<file path="src/rtl/fetch_queue.sv">
// Instruction fetch stage: sequential requests, credit-limited prefetch FIFO, IF/ID register.
// Define FETCH_PERF_CNT_EN to add the accepted-request and dropped-response counters.
module fetch_queue #(
    parameter int              XLEN     = 32,
    parameter int              DEPTH    = 4,
    parameter logic [XLEN-1:0] RESET_PC = '0
) (
    input  logic            clk,
    input  logic            rst_n,
    input  logic            redirect_i,
    input  logic [XLEN-1:0] redirect_pc_i,
    input  logic            stallD,
    input  logic            flushD,
    output logic            imem_req_valid,
    output logic [XLEN-1:0] imem_req_addr,
    input  logic            imem_req_ready,
    input  logic            imem_rsp_valid,
    input  logic [XLEN-1:0] imem_rsp_data,
`ifdef FETCH_PERF_CNT_EN
    output logic [31:0]     perf_fetch_cnt,
    output logic [31:0]     perf_drop_cnt,
`endif
    output logic            validD,
    output logic [XLEN-1:0] instrD,
    output logic [XLEN-1:0] pcD,
    output logic [XLEN-1:0] pc4D
);

    localparam int PW = (DEPTH > 1) ? $clog2(DEPTH) : 1;
    localparam int CW = PW + 1;

    logic [XLEN-1:0] pc_f_q, pc_f_d;
    logic [CW-1:0]   outst_q, outst_d;
    logic [CW-1:0]   drop_cnt_q, drop_cnt_d;
    logic [CW-1:0]   occ_q, occ_d;
    logic [CW-1:0]   credits;

    // Tag FIFO: PCs of live (not-to-be-dropped) outstanding requests, in issue order.
    logic [XLEN-1:0] tag_mem_q [DEPTH];
    logic [XLEN-1:0] tag_mem_d [DEPTH];
    logic [PW-1:0]   tag_wr_q, tag_wr_d, tag_rd_q, tag_rd_d;

    logic [XLEN-1:0] fifo_instr_q [DEPTH];
    logic [XLEN-1:0] fifo_instr_d [DEPTH];
    logic [XLEN-1:0] fifo_pc_q [DEPTH];
    logic [XLEN-1:0] fifo_pc_d [DEPTH];
    logic [PW-1:0]   fifo_wr_q, fifo_wr_d, fifo_rd_q, fifo_rd_d;

    logic            vld_id_q, vld_id_d;
    logic [XLEN-1:0] instr_id_q, instr_id_d;
    logic [XLEN-1:0] pc_id_q, pc_id_d;
    logic [XLEN-1:0] pc4_id_q, pc4_id_d;

    logic req_fire;
    logic rsp_keep;
    logic rsp_drop;
    logic fifo_pop;

    always_comb begin
        credits        = CW'(DEPTH) - (outst_q + occ_q);
        imem_req_valid = (credits != '0) && !redirect_i;
        imem_req_addr  = pc_f_q;
        req_fire       = imem_req_valid && imem_req_ready;
        rsp_keep       = imem_rsp_valid && (drop_cnt_q == '0) && !redirect_i;
        rsp_drop       = imem_rsp_valid && !rsp_keep;
        fifo_pop       = !stallD && !flushD && (occ_q != '0) && !redirect_i;
    end

    always_comb begin
        pc_f_d       = pc_f_q;
        outst_d      = outst_q + CW'(req_fire) - CW'(imem_rsp_valid);
        drop_cnt_d   = drop_cnt_q;
        tag_mem_d    = tag_mem_q;
        tag_wr_d     = tag_wr_q;
        tag_rd_d     = tag_rd_q;
        fifo_instr_d = fifo_instr_q;
        fifo_pc_d    = fifo_pc_q;
        fifo_wr_d    = fifo_wr_q;
        fifo_rd_d    = fifo_rd_q;
        occ_d        = occ_q + CW'(rsp_keep) - CW'(fifo_pop);

        if (redirect_i) begin
            // Everything still in flight after this cycle belongs to the old path.
            pc_f_d     = redirect_pc_i;
            drop_cnt_d = outst_q - CW'(imem_rsp_valid);
            tag_wr_d   = '0;
            tag_rd_d   = '0;
            fifo_wr_d  = '0;
            fifo_rd_d  = '0;
            occ_d      = '0;
        end else begin
            if (imem_rsp_valid && (drop_cnt_q != '0)) begin
                drop_cnt_d = drop_cnt_q - 1'b1;
            end
            if (req_fire) begin
                pc_f_d              = pc_f_q + XLEN'(4);
                tag_mem_d[tag_wr_q] = pc_f_q;
                tag_wr_d            = tag_wr_q + 1'b1;
            end
            if (rsp_keep) begin
                fifo_instr_d[fifo_wr_q] = imem_rsp_data;
                fifo_pc_d[fifo_wr_q]    = tag_mem_q[tag_rd_q];
                fifo_wr_d               = fifo_wr_q + 1'b1;
                tag_rd_d                = tag_rd_q + 1'b1;
            end
            if (fifo_pop) begin
                fifo_rd_d = fifo_rd_q + 1'b1;
            end
        end
    end

    always_comb begin
        vld_id_d   = 1'b0;
        instr_id_d = '0;
        pc_id_d    = '0;
        pc4_id_d   = '0;
        if (stallD) begin
            vld_id_d   = vld_id_q;
            instr_id_d = instr_id_q;
            pc_id_d    = pc_id_q;
            pc4_id_d   = pc4_id_q;
        end else if (fifo_pop) begin
            vld_id_d   = 1'b1;
            instr_id_d = fifo_instr_q[fifo_rd_q];
            pc_id_d    = fifo_pc_q[fifo_rd_q];
            pc4_id_d   = fifo_pc_q[fifo_rd_q] + XLEN'(4);
        end
    end

    always_ff @(posedge clk or negedge rst_n) begin
        if (!rst_n) begin
            pc_f_q     <= RESET_PC;
            outst_q    <= '0;
            drop_cnt_q <= '0;
            occ_q      <= '0;
            tag_wr_q   <= '0;
            tag_rd_q   <= '0;
            fifo_wr_q  <= '0;
            fifo_rd_q  <= '0;
            vld_id_q   <= 1'b0;
            instr_id_q <= '0;
            pc_id_q    <= '0;
            pc4_id_q   <= '0;
        end else begin
            pc_f_q     <= pc_f_d;
            outst_q    <= outst_d;
            drop_cnt_q <= drop_cnt_d;
            occ_q      <= occ_d;
            tag_wr_q   <= tag_wr_d;
            tag_rd_q   <= tag_rd_d;
            fifo_wr_q  <= fifo_wr_d;
            fifo_rd_q  <= fifo_rd_d;
            vld_id_q   <= vld_id_d;
            instr_id_q <= instr_id_d;
            pc_id_q    <= pc_id_d;
            pc4_id_q   <= pc4_id_d;
        end
    end

    // Storage arrays need no reset; pointers and occupancy define what is valid.
    always_ff @(posedge clk) begin
        tag_mem_q    <= tag_mem_d;
        fifo_instr_q <= fifo_instr_d;
        fifo_pc_q    <= fifo_pc_d;
    end

`ifdef FETCH_PERF_CNT_EN
    logic [31:0] perf_fetch_q, perf_fetch_d;
    logic [31:0] perf_drop_q, perf_drop_d;

    always_comb begin
        perf_fetch_d = perf_fetch_q + 32'(req_fire);
        perf_drop_d  = perf_drop_q + 32'(rsp_drop);
    end

    always_ff @(posedge clk or negedge rst_n) begin
        if (!rst_n) begin
            perf_fetch_q <= '0;
            perf_drop_q  <= '0;
        end else begin
            perf_fetch_q <= perf_fetch_d;
            perf_drop_q  <= perf_drop_d;
        end
    end

    assign perf_fetch_cnt = perf_fetch_q;
    assign perf_drop_cnt  = perf_drop_q;
`endif

    assign validD = vld_id_q;
    assign instrD = instr_id_q;
    assign pcD    = pc_id_q;
    assign pc4D   = pc4_id_q;

endmodule

</file>
<file path="config.mk">
export PLATFORM = sky130hd
export DESIGN_NAME = fetch_queue
export DESIGN_NICKNAME = d
export VERILOG_FILES = /design/src/rtl/fetch_queue.sv
export SDC_FILE = /design/constraint.sdc
export NUM_CORES = 1
export LEC_CHECK = 0
export CELL_PAD_IN_SITES_DETAIL_PLACEMENT = 1
export CELL_PAD_IN_SITES_GLOBAL_PLACEMENT = 2
export CORE_ASPECT_RATIO = 0.5
export CORE_MARGIN = 2
export CORE_UTILIZATION = 43
export DETAILED_ROUTE_END_ITERATION = 10
export PLACE_DENSITY_LB_ADDON = 0.1
export SYNTH_ARGS = -nofsm -noshare
export SYNTH_HDL_FRONTEND = slang
export SYNTH_SLANG_ARGS = --single-unit
</file>
<file path="constraint.sdc">
create_clock -name clk -period 4.66 [get_ports clk]
set_clock_uncertainty 0.1 [all_clocks]
set_input_delay 0.466 -clock clk [delete_from_list [all_inputs] [get_ports clk]]
set_output_delay 0.466 -clock clk [all_outputs]
set_load 0.01 [all_outputs]
</file>
==> results of run 1 <==
-- stage by stage --
step | utilization [%] | setup WS, ns
final | 53.0 | 1.30
after global routing | 53.0 | 1.07
after CTS | 53.0 | 1.22
after detailed placement | 49.7 | 1.57
after global placement | 49.7 | 1.61
after floorplan | - | 1.33
-- cell usage after synthesis, types with 20 or more instances --
cell / n
edfxtp_1: 384
dfrtp_1: 144
mux4_2: 87
nand2_1: 78
a22o_1: 65
clkbuf_1: 37
nor2_1: 33
o21ai_0: 33
xor2_1: 30
inv_1: 27
nand3_1: 25
o21ai_1: 21
ha_1: 20
-- registers in the layout, indices dropped and copies added, names as in the netlist --
signal	cells
drop_cnt_q	3
fifo_instr_q	128
fifo_pc_q	128
fifo_rd_q	2
fifo_wr_q	2
imem_req_addr	32
instrD	32
occ_q	3
outst_q	3
pc4D	30
pcD	32
tag_mem_q	128
tag_rd_q	2
tag_wr_q	2
validD	1
-- how the worst min path moves through the flow --
stage               cells after the start      from            end
detailed placement                      2  pc4D[20]       pc4D[20]
CTS                                     3    stallD         validD
global placement                        2   pcD[16]        pcD[16]
floorplan                               0     rst_n  drop_cnt_q[0]
global route                            3    stallD         validD
finish                                  3    stallD         validD
-- final cells by class --
cell class | count | area, µm² | share of cell area, %
sequential | 528 | 15100 | 60.5
multi-input combinational | 539 | 5240 | 20.9
timing repair buffer | 221 | 2210 | 8.81
clock buffer | 64 | 1330 | 5.32
tap | 638 | 798 | 3.19
clock inverter | 25 | 210 | 0.840
inverter | 27 | 101 | 0.405
-- repair_timing --
action	4_1_cts	5_1_grt
hold buffers	1	0
resized for setup	0	0
hold endpoints to repair	65	0
-- metal layers --
layer	up-vias	part of all wire (%)	wire, µm	track usage, %
li1	4984	-	-	-
met1	5872	46	21800	27.5
met2	202	49	23400	31.8
met3	71	3.7	1750	2.98
met4	0	1.6	752	4.29
met5	-	0	0	0
-- cell families (layout without fill, tap and decap cells) --
kind of cell,count (synthesis),after routing
buf+inv,87,337
simple gates,206,206
mux,99,99
fa+ha+maj,22,22
xor+xnor,48,48
compound gates,164,164
flops,528,528
-- tightest hold or removal path, cell delays in order --
cell	delay (ns)
buf_4	0.27
nand2_1	0.12
nand2_1	0.05
-- where the power goes --
group | internal, mW | switching, mW | total (mW) | leakage [nW]
clock | 2.18 | 1.73 | 3.91 | 0.755
sequential | 5.55 | 0.316 | 5.87 | 5.40
combinational | 0.744 | 0.872 | 1.62 | 2.50
total | 8.48 | 2.91 | 11.4 | 8.65
==> impl_results.md, run 1 <==
- Top cells by area, synth: edfxtp_1 (56%), dfrtp_1 (17%), mux4_2 (9.4%)
- Pin count of the biggest net entering global routing: 80
- Worst path buffer plus inverter count: 2
- Cells on worst reg2reg path: 8
- CP peak stage delay: 0.49 ns
- Synth Flop Type: edfxtp_1
- Die ar.: about 50000 µm²
- Initial antenna violation count: 0
- Post-synthesis simple-gate area fraction: 5.17%
- Crit. Startpoint: occ_q[1]
- Final Critical Period: 3.36 ns
- Later-pin clock latency in the skew report: roughly 0.57 ns
- Nets: between 1000 and 1500
- Hold WC Path Type: input port to register
- DR vias: 11100
- Ordered list of cells on the worst path: ha_1 > inv_1 > ha_1 > xor2_1 > xnor2_1 > nor2_1 > nor2_1 > clkdlybuf4s50_1
- Final WL: 47600 µm
- Vias per inst: around 5.5
- Post-Syn Area per Cell: between 15 and 20 µm²
- Critical path data required time: 4.09 ns
- Unrepaired setup endpoints after global routing: false
- Boundary pin count: 201
- Design Area, Final: 25000 µm²
- Post-route insts no fill: 2042
- Port bufs: 200
- Final Hold Vio Count: 0
- Total Routing Usage GR: 19.4%
- Slew headroom: between 20 and 30%
- R2r endpoint: pc4D[12]
- Synth Net Count: approximately 1200
- Synth Area in Compound Gates: 5.80%
- DP Area: 23500 µm²
- Instance count on the critical path: 8
- First-pass GRT wire length: 74000 µm
- Wire length per cell: 23.3 µm
- Fin. max-slew vios: 0
- Htree depth: 2
- Final HPWL DP: slightly above 30000 µm
- Largest family of logic cells by synthesized area: multiplexers
- # diodes: 0
- CTS Buffer Depth: 3
- Max VDD drop: 243 µV
- Fillers: 4365
- Drc violations: 0
- Setup_tns: 0 ns
- Worst path slowest cell: clkdlybuf4s50_1
- Setup violators final: 0
- Fmax: 0.297 GHz
- Total Power: around 11 mW
- Mux share of post-synthesis cell area: a little over a tenth
- Synth async-reset ratio: 27.3%
- Part of the Yosys area used for sequential elements: 72.9%
- Synth Instances: 1154
- CP Launch Type: register
- Die Span X: 315 µm
- Dpl cells: 1952
- CP max FO: 7
- Reg clk slew, reported paths: around 0.07 ns
- Hold_ws: 0.275 ns
- Post-synthesis xor/xnor area fraction: 2.03%
- Final ANT Viol Nets: 0
- Most common cell after layout, fill and taps aside: edfxtp_1
- Initial core utilization: ~44%
- Max-cap violation count: 0
- Pwr dens: 455 nW/µm²
- Total CTS buffers: 48
- Vias in the first global route: 12000
- CP Capture Type: output pin
- Area Growth Syn to Fin: 20.7%
- Placer Congestion: around 0.75
- Crit path max-delay family: buffers and inverters
- Clock root buffer master: clkbuf_16
- Post-synth top area cell: edfxtp_1
- R2r startpoint: fifo_rd_q[0]
- Top-area cell type share of the netlist area: 55.6%
- Mapped cell area: 20700 µm²
- Cell leakage power: 8.65 nW
- WP data arrival: 2.80 ns
- Final period utilization: 72.2%
- R2R setup slack: 1.68 ns
- Yosys warns: 0
- Rows: 56
- CTS Sinks: 528
- Crit path capture: imem_req_valid
- Core area: 47200 µm²
- Count of cell types in the netlist: 56
- #FFs+latches synth: between 500 and 600
- Most frequent cells in the layout: edfxtp_1 (384), clkdlybuf4s50_1 (197), dfrtp_1 (140)
- Drt pass-1 iters: 5
- EDFF count, synth: around 380
- Setup Fix Bufs, Post-CTS: 0
- DIE HEIGHT: 159 µm
- Status: completed
- Worst slew pin tran: around 1.1 ns
- Crit Path Class: register to output pin
- Iteration-0 DRC Markers: between 700 and 800
- Share of cells above drive strength 1: 14.6%
- TritonCTS clock tree: yes
- Area share of fa/ha/maj cells after synthesis: 1.40%
- Aggregate global routing overflow: 0
Note: power is estimated with default switching activity, not from simulation.
==> run 2: changes to the inputs <==
--- a/config.mk
+++ b/config.mk
@@ -9,7 +9,7 @@
 export CELL_PAD_IN_SITES_GLOBAL_PLACEMENT = 2
 export CORE_ASPECT_RATIO = 0.5
 export CORE_MARGIN = 2
-export CORE_UTILIZATION = 43
+export CORE_UTILIZATION = 39
 export DETAILED_ROUTE_END_ITERATION = 10
 export PLACE_DENSITY_LB_ADDON = 0.1
 export SYNTH_ARGS = -nofsm -noshare
==> constraint.sdc (replaced) <==
create_clock -name clk -period 2.95 [get_ports clk]
set_clock_uncertainty 0.1 [all_clocks]
set_input_delay 0.295 -clock clk [delete_from_list [all_inputs] [get_ports clk]]
set_output_delay 0.295 -clock clk [all_outputs]
set_load 0.01 [all_outputs]
==> run 2 against run 1 <==
  * The run now ends with design-rule violations left
  * Final area up 2.5%
  * Count of clock-buffer cells in the layout is 6 higher
  * Utilization shrank 3.9 points
  * Worst setup slack got worse by 1.2 ns
  * Power is 65% higher
  * Die area up 10%
  * Register-to-register slack lost 1.6 ns
  * Non-clock buffer count is 32 higher
  * Combinational power rose by 78%
  * Via count up 0.85%
  * Sequential power up 56%
  * Critical path type is now register to register
==> impl_results.md, run 2 (synthesis results as in run 1) <==
- Fillers: 4940 (+13%)
- DP Area: 23900 µm² (+1.6%)
- TritonCTS clock tree: yes
- DR vias: 11200 (+0.85%)
- Final Hold Vio Count: 0 (unchanged)
- Final period utilization: roughly 96%
- Sw Ratio: 25.3% (-0.29 points)
- Worst slew pin tran: 0.943 ns (-0.136 ns)
- R2R setup slack: 0.11 ns (-1.57 ns)
- Initial antenna violation count: 2 (+2)
- Most frequent cells in the layout: edfxtp_1 (384), clkdlybuf4s50_1 (196), dfrtp_1 (140)
- Footprint of the multi-input gates: 5290 µm² (+1.0%)
- Vias per inst: 5.24 (-3.8%)
- Dpl cells: 2043 (+4.7%)
- Total CTS buffers: 50 (+4.2%)
- Rows: 59 (+5.4%)
- Vias in the first global route: 12300 (+2.2%)
- Sequential power share: 48.9% (-2.6 points)
- Crit Path Class: register to register
- Largest registers: fifo_instr_q (128), fifo_pc_q (128), tag_mem_q (128)
- Hold_ws: 0.176 ns (-0.0988 ns)
- Cell leakage power: 8.92 nW (+3.1%)
- Setup violators final: 0 (unchanged)
- CP Capture Type: register
- Nets: 1492 (+2.3%)
- Area Growth Syn to Fin: 23.7%
- CTS Buffer Depth: 3 (unchanged)
- Boundary pin count: 201 (unchanged)
- Utilization after layout: 49.1% (-3.9 points)
- Port bufs: 200 (unchanged)
- Die Span X: 330 µm (+4.9%)
- Drc violations: 7 (+7)
- Iteration-0 DRC Markers: 736 (-1.1%)
- Most common cell after layout, fill and taps aside: edfxtp_1
- Final Critical Period: 2.84 ns
- Final ANT Viol Nets: 0 (unchanged)
- Gate power share: 15.4% (+1.2 points)
- Max-cap violation count: 0 (unchanged)
- Clock root buffer master: clkbuf_16
- Initial core utilization: 39.7% (-4.2 points)
- DIE HEIGHT: 167 µm (+4.9%)
- Design Area, Final: 25700 µm² (+2.5%)
- Aggregate global routing overflow: 0 (unchanged)
- Final HPWL DP: 32700 µm (+7.0%)
- Total Routing Usage GR: 18.5% (-0.86 points)
- Pin count of the biggest net entering global routing: 86 (+7.5%)
- P_sw: 4.74 mW (+63%)
- CTS Sinks: 528 (unchanged)
- Drt pass-1 iters: 8 (+3)
- # diodes: 0 (unchanged)
- Reg area: 15100 µm² (unchanged)
- Post-route insts no fill: 2141 (+4.8%)
- Final WL: 50100 µm (+5.3%)
- Fmax: 0.353 GHz
- Setup_tns: 0 ns (unchanged)
- Share of cells above drive strength 1: 17.5% (+2.9 points)
- Fin. max-slew vios: 0 (unchanged)
- Internal power: 14.0 mW (+65%)
- WP data arrival: 3.18 ns (+0.38 ns)
- Max VDD drop: 421 µV (+74%)
- Slew headroom: 37.1% (+9.1 points)
- Clock share of power: 35.7% (+1.4 points)
- CP Launch Type: register
- Hold WC Path Type: input port to asynchronous set/reset pin
- First-pass GRT wire length: 77000 µm (+4.0%)
- CP max FO: 2 (-5)
- Die ar.: 55200 µm² (+10%)
- Reg clk slew, reported paths: 0.06 ns (about the same)
- Htree depth: 2 (unchanged)
- Critical path data required time: 3.30 ns (-0.79 ns)
- Failing checks: design-rule violations
- Placer Congestion: 0.774 (+3.9%)
- Wire length per cell: 23.4 µm (+0.39%)
- Pwr dens: 731 nW/µm² (+61%)
- Status: finished with violations
- Later-pin clock latency in the skew report: 0.57 ns (about the same)
- Core area: 52300 µm² (+11%)
run 2: changes by cell type in the layout (fill, tap and decap cells not counted), sizes merged:
cell           change
clkbuf             +6
buf               +31
dlygate4sd2        +1
dlygate4sd3        +1
bufinv             +3
clkdlybuf4s50      -1
inv                -2
clkinv             -3
run 2: per-stage QoR:
step	total power, mW	worst slack (ns)
detailed placement	12.1	0.128
global route	19.6	-0.00766
floorplan	10.8	0.0259
finish	18.7	0.115
global placement	12.0	0.197
CTS	18.9	0.00713
run 2: timing repair:
action / in CTS / in global routing
cloned: 0 / 0
resized for setup: 4 / 9
endpoints found under the setup margin: 1 / 20
hold endpoints to repair: 145 / 0
pin swaps: 1 / 4
hold buffers: 2 / 0
buffers inserted: 1 / 2
run 2: layout make-up:
class | instances | share of cell area [%]
inverters | 27 | 0.395
repair buffers | 253 | 9.89
clock buffers | 70 | 5.57
well taps | 701 | 3.42
flip-flops and latches | 528 | 59.0
clock inverters | 23 | 1.07
multi-input cells | 539 | 20.6
run 2: worst max-delay path: stages (launching register included):
cell and delay, ns:
dfrtp_1 0.38, ha_1 0.29, inv_1 0.06, ha_2 0.18, xor2_2 0.19, xnor2_2 0.16
buf_4 0.15, o211a_1 0.17, inv_1 0.06, ha_1 0.27, inv_1 0.04, ha_2 0.17
fa_2 0.37, xnor2_2 0.14
run 2: worst paths after layout:
| kind | endpoint | cells past startpoint | from |
|---|---|---|---|
| setup / recovery | outst_q[2] | 13 | occ_q[1] |
| hold / removal | imem_req_addr[10] | 3 | rst_n |
| setup reg to reg | outst_q[2] | 13 | occ_q[1] |
| hold reg to reg | pc4D[7] | 2 | pc4D[7] |
| max in group asynchronous | instrD[14] | 3 | rst_n |
| min in group clk | imem_req_addr[2] | 3 | redirect_pc_i[2] |
run 2: per-layer routing:
| layer | global-route usage, % | up-vias | share of wire (%) |
|---|---|---|---|
| li1 | - | 5053 | - |
| met1 | 25.8 | 5909 | 45 |
| met2 | 30.8 | 201 | 49 |
| met3 | 3.27 | 61 | 3.9 |
| met4 | 3.50 | 0 | 1.5 |
| met5 | 0 | - | 0 |
run 2: power groups by stage:
stage,clock (mW),sequential [mW],combinational (mW)
after global routing,7.17,9.23,3.17
final,6.70,9.16,2.89
after CTS,6.87,9.17,2.87
after detailed placement,0,9.32,2.82
after global placement,0,9.27,2.75
after floorplan,0,9.25,1.53
